[config.mk]
export PLATFORM = sky130hd
export DESIGN_NAME = rf_writeback_arbiter
export DESIGN_NICKNAME = d
export VERILOG_FILES = /design/src/rtl/rf_writeback_arbiter.sv
export SDC_FILE = /design/constraint.sdc
export NUM_CORES = 1
export LEC_CHECK = 0
export BUFFER_PORTS_ARGS = -buffer_cell sky130_fd_sc_hd__buf_2
export CAP_MARGIN = 30
export CORE_ASPECT_RATIO = 1.75
export CORE_MARGIN = 2
export CORE_UTILIZATION = 59
export DETAILED_ROUTE_END_ITERATION = 8
export GPL_ROUTABILITY_DRIVEN = 0
export PLACE_DENSITY_LB_ADDON = 0.3
export SYNTH_ARGS = -nofsm -noshare
export SYNTH_HDL_FRONTEND = slang
export SYNTH_SLANG_ARGS = --single-unit
[constraint.sdc]
create_clock -name Clk -period 6.1 [get_ports Clk]
set_input_delay 1.22 -clock Clk [delete_from_list [all_inputs] [get_ports Clk]]
set_output_delay 1.22 -clock Clk [all_outputs]
set_load 0.005 [all_outputs]
[src/rtl/rf_writeback_arbiter.sv]
// Register-file write-port arbiter: merges a never-stalling ALU result path
// with a valid/ready memory return path. Memory results that lose arbitration
// wait in a small FIFO. ALU writes squash older pending writes to the same rd.
module rf_writeback_arbiter #(
    parameter int unsigned DEPTH = 2,
    parameter int unsigned PTR_W = 1
) (
    input  logic             Clk,
    input  logic             rst,
    input  logic             alu_valid,
    input  logic [4:0]       alu_rd,
    input  logic [31:0]      alu_data,
    input  logic             mem_valid,
    output logic             mem_ready,
    input  logic [4:0]       mem_rd,
    input  logic [31:0]      mem_data,
    output logic             WEN,
    output logic [4:0]       RW,
    output logic [31:0]      busW,
    output logic [PTR_W:0]   pending,
    output logic [7:0]       squash_cnt
);

    localparam int unsigned RD_W   = 5;
    localparam int unsigned DATA_W = 32;
    localparam int unsigned CNT_W  = 8;
    localparam int unsigned SQ_W   = PTR_W + 2;

    typedef struct packed {
        logic [RD_W-1:0]   rd;
        logic [DATA_W-1:0] data;
    } wb_entry_t;

    wb_entry_t          ent_q [DEPTH];
    logic [DEPTH-1:0]   vld_q;
    logic [DEPTH-1:0]   vld_d;
    logic [PTR_W-1:0]   rptr_q;
    logic [PTR_W-1:0]   wptr_q;

    logic               alu_grant;
    logic               mem_acc;
    logic               pop;
    logic               push;
    logic               bypass;
    logic               mem_squash;
    logic [SQ_W-1:0]    n_sq;
    logic [CNT_W:0]     sq_sum;
    logic               wen_d;
    logic [RD_W-1:0]    rw_d;
    logic [DATA_W-1:0]  busw_d;

    // Full FIFO refuses new results even if the head pops this cycle.
    assign mem_ready  = (pending < (PTR_W+1)'(DEPTH));

    // Grant and handshake decode.
    assign alu_grant  = alu_valid && (alu_rd != '0);
    assign mem_acc    = mem_valid && mem_ready;
    assign pop        = !alu_grant && (pending != '0);
    assign bypass     = !alu_grant && (pending == '0) && mem_valid && (mem_rd != '0);
    assign mem_squash = mem_acc && (mem_rd != '0) && alu_grant && (mem_rd == alu_rd);
    assign push       = mem_acc && (mem_rd != '0) && !bypass && !mem_squash;
    assign sq_sum     = {1'b0, squash_cnt} + (CNT_W+1)'(n_sq);

    // Entry valid bits: squash by younger ALU write, clear on pop, set on push.
    always_comb begin
        vld_d = vld_q;
        n_sq  = '0;
        if (alu_grant) begin
            for (int unsigned i = 0; i < DEPTH; i++) begin
                if (vld_q[PTR_W'(i)] && (ent_q[PTR_W'(i)].rd == alu_rd)) begin
                    vld_d[PTR_W'(i)] = 1'b0;
                    n_sq             = n_sq + SQ_W'(1);
                end
            end
        end
        if (mem_squash) begin
            n_sq = n_sq + SQ_W'(1);
        end
        if (pop) begin
            vld_d[rptr_q] = 1'b0;
        end
        if (push) begin
            vld_d[wptr_q] = 1'b1;
        end
    end

    // Next write-port value by priority: ALU, FIFO head, bypass, idle.
    always_comb begin
        wen_d  = 1'b0;
        rw_d   = RW;
        busw_d = busW;
        if (alu_grant) begin
            wen_d  = 1'b1;
            rw_d   = alu_rd;
            busw_d = alu_data;
        end else if (pop) begin
            if (vld_q[rptr_q]) begin
                wen_d  = 1'b1;
                rw_d   = ent_q[rptr_q].rd;
                busw_d = ent_q[rptr_q].data;
            end
        end else if (bypass) begin
            wen_d  = 1'b1;
            rw_d   = mem_rd;
            busw_d = mem_data;
        end
    end

    // Write-port output registers.
    always_ff @(posedge Clk or negedge rst) begin
        if (!rst) begin
            WEN  <= 1'b0;
            RW   <= '0;
            busW <= '0;
        end else begin
            WEN  <= wen_d;
            RW   <= rw_d;
            busW <= busw_d;
        end
    end

    // FIFO storage, pointers, occupancy and squash counter.
    always_ff @(posedge Clk or negedge rst) begin
        if (!rst) begin
            for (int unsigned i = 0; i < DEPTH; i++) begin
                ent_q[PTR_W'(i)] <= '0;
            end
            vld_q      <= '0;
            rptr_q     <= '0;
            wptr_q     <= '0;
            pending    <= '0;
            squash_cnt <= '0;
        end else begin
            vld_q <= vld_d;
            if (push) begin
                ent_q[wptr_q] <= '{rd: mem_rd, data: mem_data};
                wptr_q        <= wptr_q + PTR_W'(1);
            end
            if (pop) begin
                rptr_q <= rptr_q + PTR_W'(1);
            end
            case ({push, pop})
                2'b10:   pending <= pending + (PTR_W+1)'(1);
                2'b01:   pending <= pending - (PTR_W+1)'(1);
                default: pending <= pending;
            endcase
            squash_cnt <= (sq_sum > (CNT_W+1)'(255)) ? CNT_W'(255) : sq_sum[CNT_W-1:0];
        end
    end

endmodule

# Word level (Yosys, flattened, before mapping)
# Cells that the tools add are included.
word_totals:
  word_cells: 101
  out_inout_bits: 49
  ff_bits: 126
  inputBits: 78
op_classes:
  eq_ne: 6
  add_sub_neg: 7
  n_bitwise: 5
  muxes: 36
  n_reduce_logical: 26
  order_cmp: 9
ops:
  columns: ["op", "count"]
  rows:
  - ["$mux 37", 4]
  - ["$mux 32", 4]
  - ["$bwmux 74", 1]
  - ["$demux 37 s1", 1]
  - ["$mux 5", 4]
  - ["$logic_and 1x1->1", 16]
  - ["$eq 5x5->1", 3]
  - ["$mux 3", 4]
  - ["$mux 1", 11]
  - ["$reduce_bool 5->1", 2]
  - ["$add 8x3->9", 1]
  - ["$gt 9x8->1 const B", 1]
  - ["$mux 8", 1]
  - ["$add 3x1->3 const B", 2]
  - ["$mux 2", 3]
  - ["$ge 2x2->1 const B", 2]
  - ["$lt 1x2->1 const B", 2]
  - ["$not 1->2", 2]
  - ["$pmux 2 s2", 1]
  - ["$reduce_bool 2->1", 2]
  - ["$logic_not 1->1", 3]
  - ["$ne 3x2->1 const B", 1]
  - ["$reduce_bool 3->1", 1]
  - ["$add 1x1->1 const B", 2]
  - ["other kinds (13)", 15]

# Depth between registers and ports, before layout
logic_depth:
  depth_word: 12
  depth_mapped: 16
  mapped_depth_nobuf: 15

# Least setup slack after synthesis
# No wires, ideal clock.
synth_timing:
  kind: "input to register"
  from: "in alu_rd[1]"
  to: "reg squash_cnt[5]"
  path_stages: 15
  arrival_ps: 3984
  setup_ps: 126
  t_required_ps: 5974
  slack_ps: 1989
  n_path_buf: 3
  cell_sequence: "or4_1 o21a_1 buf_6 clkbuf_1 clkbuf_1 nand2_1 inv_1 ha_1 mux2_2 ha_1 a21o_1 a21oi_1 nor2_1 xnor2_1 nand2_1"
synth_between:
  elab_chain_len: 12
  elab_cells_between_ends: 19
  cone_classes: "3 x add/sub; 1 x order compare; 3 x eq/ne; 6 x mux; 6 x reduce/logical"
synth_lines:
  columns: ["element", "line", "rtl"]
  rows:
  - ["from (decl)", "11", "input logic [4:0] alu_rd,"]
  - ["$eq 5x5->1", "70", "if (vld_q[PTR_W'(i)] && (ent_q[PTR_W'(i)].rd == alu_rd)) begin"]
  - ["$logic_and 1x1->1", "70", null]
  - ["$mux 1", "70", null]
  - ["$mux 3", "68", "if (alu_grant) begin"]
  - ["$add 3x1->3", "72", "n_sq = n_sq + SQ_W'(1);"]
  - ["$mux 3", "70", null]
  - ["$mux 3", "68", null]
  - ["$add 3x1->3", "77", "n_sq = n_sq + SQ_W'(1);"]
  - ["$mux 3 (*)", "76", "if (mem_squash) begin"]
  - ["$add 8x3->9 (*)", "62", "assign sq_sum = {1'b0, squash_cnt} + (CNT_W+1)'(n_sq);"]
  - ["$gt 9x8->1", "147", "squash_cnt <= (sq_sum > (CNT_W+1)'(255)) ? CNT_W'(255) : sq_sum[CNT_W-1:0];"]
  - ["$mux 8 (*)", "147", null]
  - ["to (signal assigned)", "147", null]
  - ["to (decl)", "21", "output logic [7:0] squash_cnt"]
# Mark *: on every way between the ends. The rest lies on a longest branch, timed or not. The select of a mux whose other input is x is not followed.
# A chain may end at the register's enable or synchronous reset.

# Final worst setup path
# Ends and elaborated chain as after synthesis.

==> key figures <==
Logic synthesis
  – Synth Cell Area: 6250 µm²
  – Synth Area per Inst: 11.2 µm²
  – Share of the synthesized area in the top cell type: 0.505
  – Synth Flop Type: dfrtp_1
  – Yosys warns: 0
  – Mapped Cells: 559
  – Synth area leaders: dfrtp_1 (50%), mux2_2 (10%), mux2i_1 (6.4%)
  – Seq/Total Area, Yosys: 0.505
  – Post-synth net total: 644
  – Largest area contributor in the netlist: dfrtp_1
  – Post-synth EDFFs: 0
  – Count of different cell masters after synthesis: 35
  – Async S/R FF share, synth: 1.00
  – Register bit count reported by yosys: 126

Clock network
  – Cts repair resizes: 0
  – Root Buffer: clkbuf_16
  – Later-pin clock latency in the skew report: 0.41 ns
  – CTS Sinks: 126
  – Cts hold-fix bufs: 0
  – Setup bufs post-CTS: 0
  – Clk buf depth: 2
  – Clock Pin Slew Worst Setup and Hold Paths: 0.05 ns
  – CTS tree: built
  – CTS Buf Count: 17
  – CTS H-tree depth: 4

Power and ir drop
  – Power Density: 525 nW/µm²
  – Leakage Power: 0.00363 µW
  – Pwr Total: 3960 µW
  – VDD IR-drop max: 345 µV

Die
  – Cell row count: 49
  – Initial Utilization: 0.607
  – I/O Pins: 127
  – DIE AREA: 11500 µm²
  – Die Ht: 140 µm
  – Die Width: 81.8 µm
  – Core area: 10300 µm²

Hold path
  – Hold path start: busW[26]$_DFFE_PN0P_
  – WHS Path Cells: 2
  – Hold crit path type: register to register
  – Hold path endpoint: busW[26]$_DFFE_PN0P_

STA
  – Least-Margin Pin Slew: 0.961 ns
  – F_max: 0.234 GHz
  – # setup viols final: 0
  – Period Utilization, post-route: 0.701
  – Max-slew violation count: 0
  – Final Hold Viols: 0
  – Min Tclk post-route: 4.27 ns
  – RSZ-0062 raised after global routing: no
  – Total negative setup slack: 0 ns
  – Rel. slew slack: 0.359
  – Clk_skew: 0.00694 ns
  – WHS: 0.471 ns
  – Final setup margin: 1.83 ns

Route
  – Via/cell ratio: 5.74
  – Routed WL: 14100 µm
  – TritonRoute pass-1 iters: 4
  – Routed wire per std cell: 17.4 µm
  – Post-route DRC: 0
  – DR vias: 4657
  – DR iter-0 viols: 260
  – Detail Route Antenna Nets: 0

Global route
  – First-pass GRT wire length: 23200 µm
  – Initial antenna violation count: 1
  – Global Route Usage Sum: 0.263
  – Vias in the first global route: 5011
  – Largest net degree at the start of global routing: 78
  – Overflow after GRT: 0

Layout
  – Nets@finish: 755
  – Area growth syn-to-layout: 20.9%
  – # fillers: 726
  – Commonest cells after routing, fill and taps aside: dfrtp_1 (125), buf_2 (125), mux2_2 (57), nand2_1 (48), nor2_1 (45)
  – Layout cell share with drive strength beyond 1: 0.360

Critical path
  – Worst setup SP type: input port
  – Kind of critical path: input port to register
  – Reg2reg start: ent_q[70]$_DFFE_PN0P_
  – Worst reg2reg path depth: 15
  – R2r setup slk: 2.72 ns
  – Worst-path fanout max: 64
  – CP required: 6.38 ns
  – Crit path DAT: 4.56 ns
  – FF-to-FF End: squash_cnt[5]$_DFF_PN0_
  – CP Capture Type: register

Place
  – Post-Place Setup Slack: 1.44 ns
  – DP HPWL: 8980 µm
  – I/O Buffers: 126

Status
  – Outcome: finished clean

Flow run
  – Max-cap violations: 0
==> final cells by class <==
| type | count | area, µm² | share of cell area |
|---|---|---|---|
| sequential | 126 | 3150 | 0.418 |
| timing repair buffer | 132 | 698 | 0.0924 |
| tap | 127 | 159 | 0.0210 |
| antenna | 1 | 2.50 | 0.000331 |
| multi-input combinational | 387 | 2880 | 0.382 |
| clock inverter | 11 | 163 | 0.0215 |
| inverter | 6 | 22.5 | 0.00298 |
| clock buffer | 21 | 470 | 0.0623 |
==> metrics by stage <==
step	std cells	util	area, µm²
final	811	0.733	7550
after global routing	811	0.733	7550
after CTS	809	0.730	7520
after detailed placement	777	0.669	6890
after global placement	777	0.669	6890
after floorplan	559	-	6250
==> cell families (layout without fill, tap and decap cells) <==
kind of cell | count (synthesis) | in the layout | share of synthesized area
adder cells (fa/ha/maj) | 7 | 7 | 0.0152
XOR/XNOR | 24 | 24 | 0.0336
AND/OR/NAND/NOR | 119 | 119 | 0.0825
buffers and inverters | 46 | 170 | 0.0369
AO/OA/AOI/OAI | 121 | 121 | 0.115
multiplexers | 116 | 116 | 0.212
flip-flops | 126 | 126 | 0.505
other | 0 | 1 | 0
==> metal layers <==
layer	wire, µm	global-route usage	part of all wire
met1	5630	0.302	0.40
met2	7590	0.452	0.54
met5	0	0	0
met3	525	0.0561	0.037
met4	389	0.127	0.028
==> synthesized netlist by cell type (all sizes together), types with 4 or more instances <==
library cell and count:
buf 10, dfrtp 126, nor2 45, and2 4, nor3 5, nand3 5
xnor2 14, inv 6, a211oi 37, ha 6, clkbuf 30, o21ai 38
nand2 48, mux2i 40, xor2 10, mux2 76, a21oi 40
==> critical path, cell delays in order <==
cell     delay (ns)
buf_2          0.14
or4_1          0.53
o21a_2         0.32
buf_4          0.38
and2_1         0.31
ha_1           0.33
mux2_2         0.28
ha_1           0.29
a21o_1         0.18
a21oi_1        0.25
nor2_1         0.09
xnor2_1        0.14
nand2_1        0.07
==> registers in the layout, indices dropped and copies added, names as in the netlist <==
name / cells
RW: 5
WEN: 1
busW: 32
ent_q: 74
pending: 2
rptr_q: 1
squash_cnt: 8
vld_q: 2
wptr_q: 1
==> where the power goes <==
| group | switching, µW | internal, µW |
|---|---|---|
| Clock | 356 | 713 |
| Combinational | 690 | 728 |
| Sequential | 234 | 1240 |
| Total | 1280 | 2680 |
==> worst max-delay path by stage <==
stage | start | endpoint | slack, ns | cells after the start
floorplan | alu_rd[1] | squash_cnt[5]$_DFF_PN0_ | 1.99 | 15
global placement | alu_rd[1] | squash_cnt[5]$_DFF_PN0_ | 1.54 | 13
detailed placement | alu_rd[1] | squash_cnt[5]$_DFF_PN0_ | 1.44 | 13
CTS | alu_rd[1] | squash_cnt[5]$_DFF_PN0_ | 1.85 | 13
global route | alu_rd[1] | squash_cnt[7]$_DFF_PN0_ | 1.68 | 13
finish | alu_rd[1] | squash_cnt[5]$_DFF_PN0_ | 1.83 | 13
(Power assumes the default switching activity.)
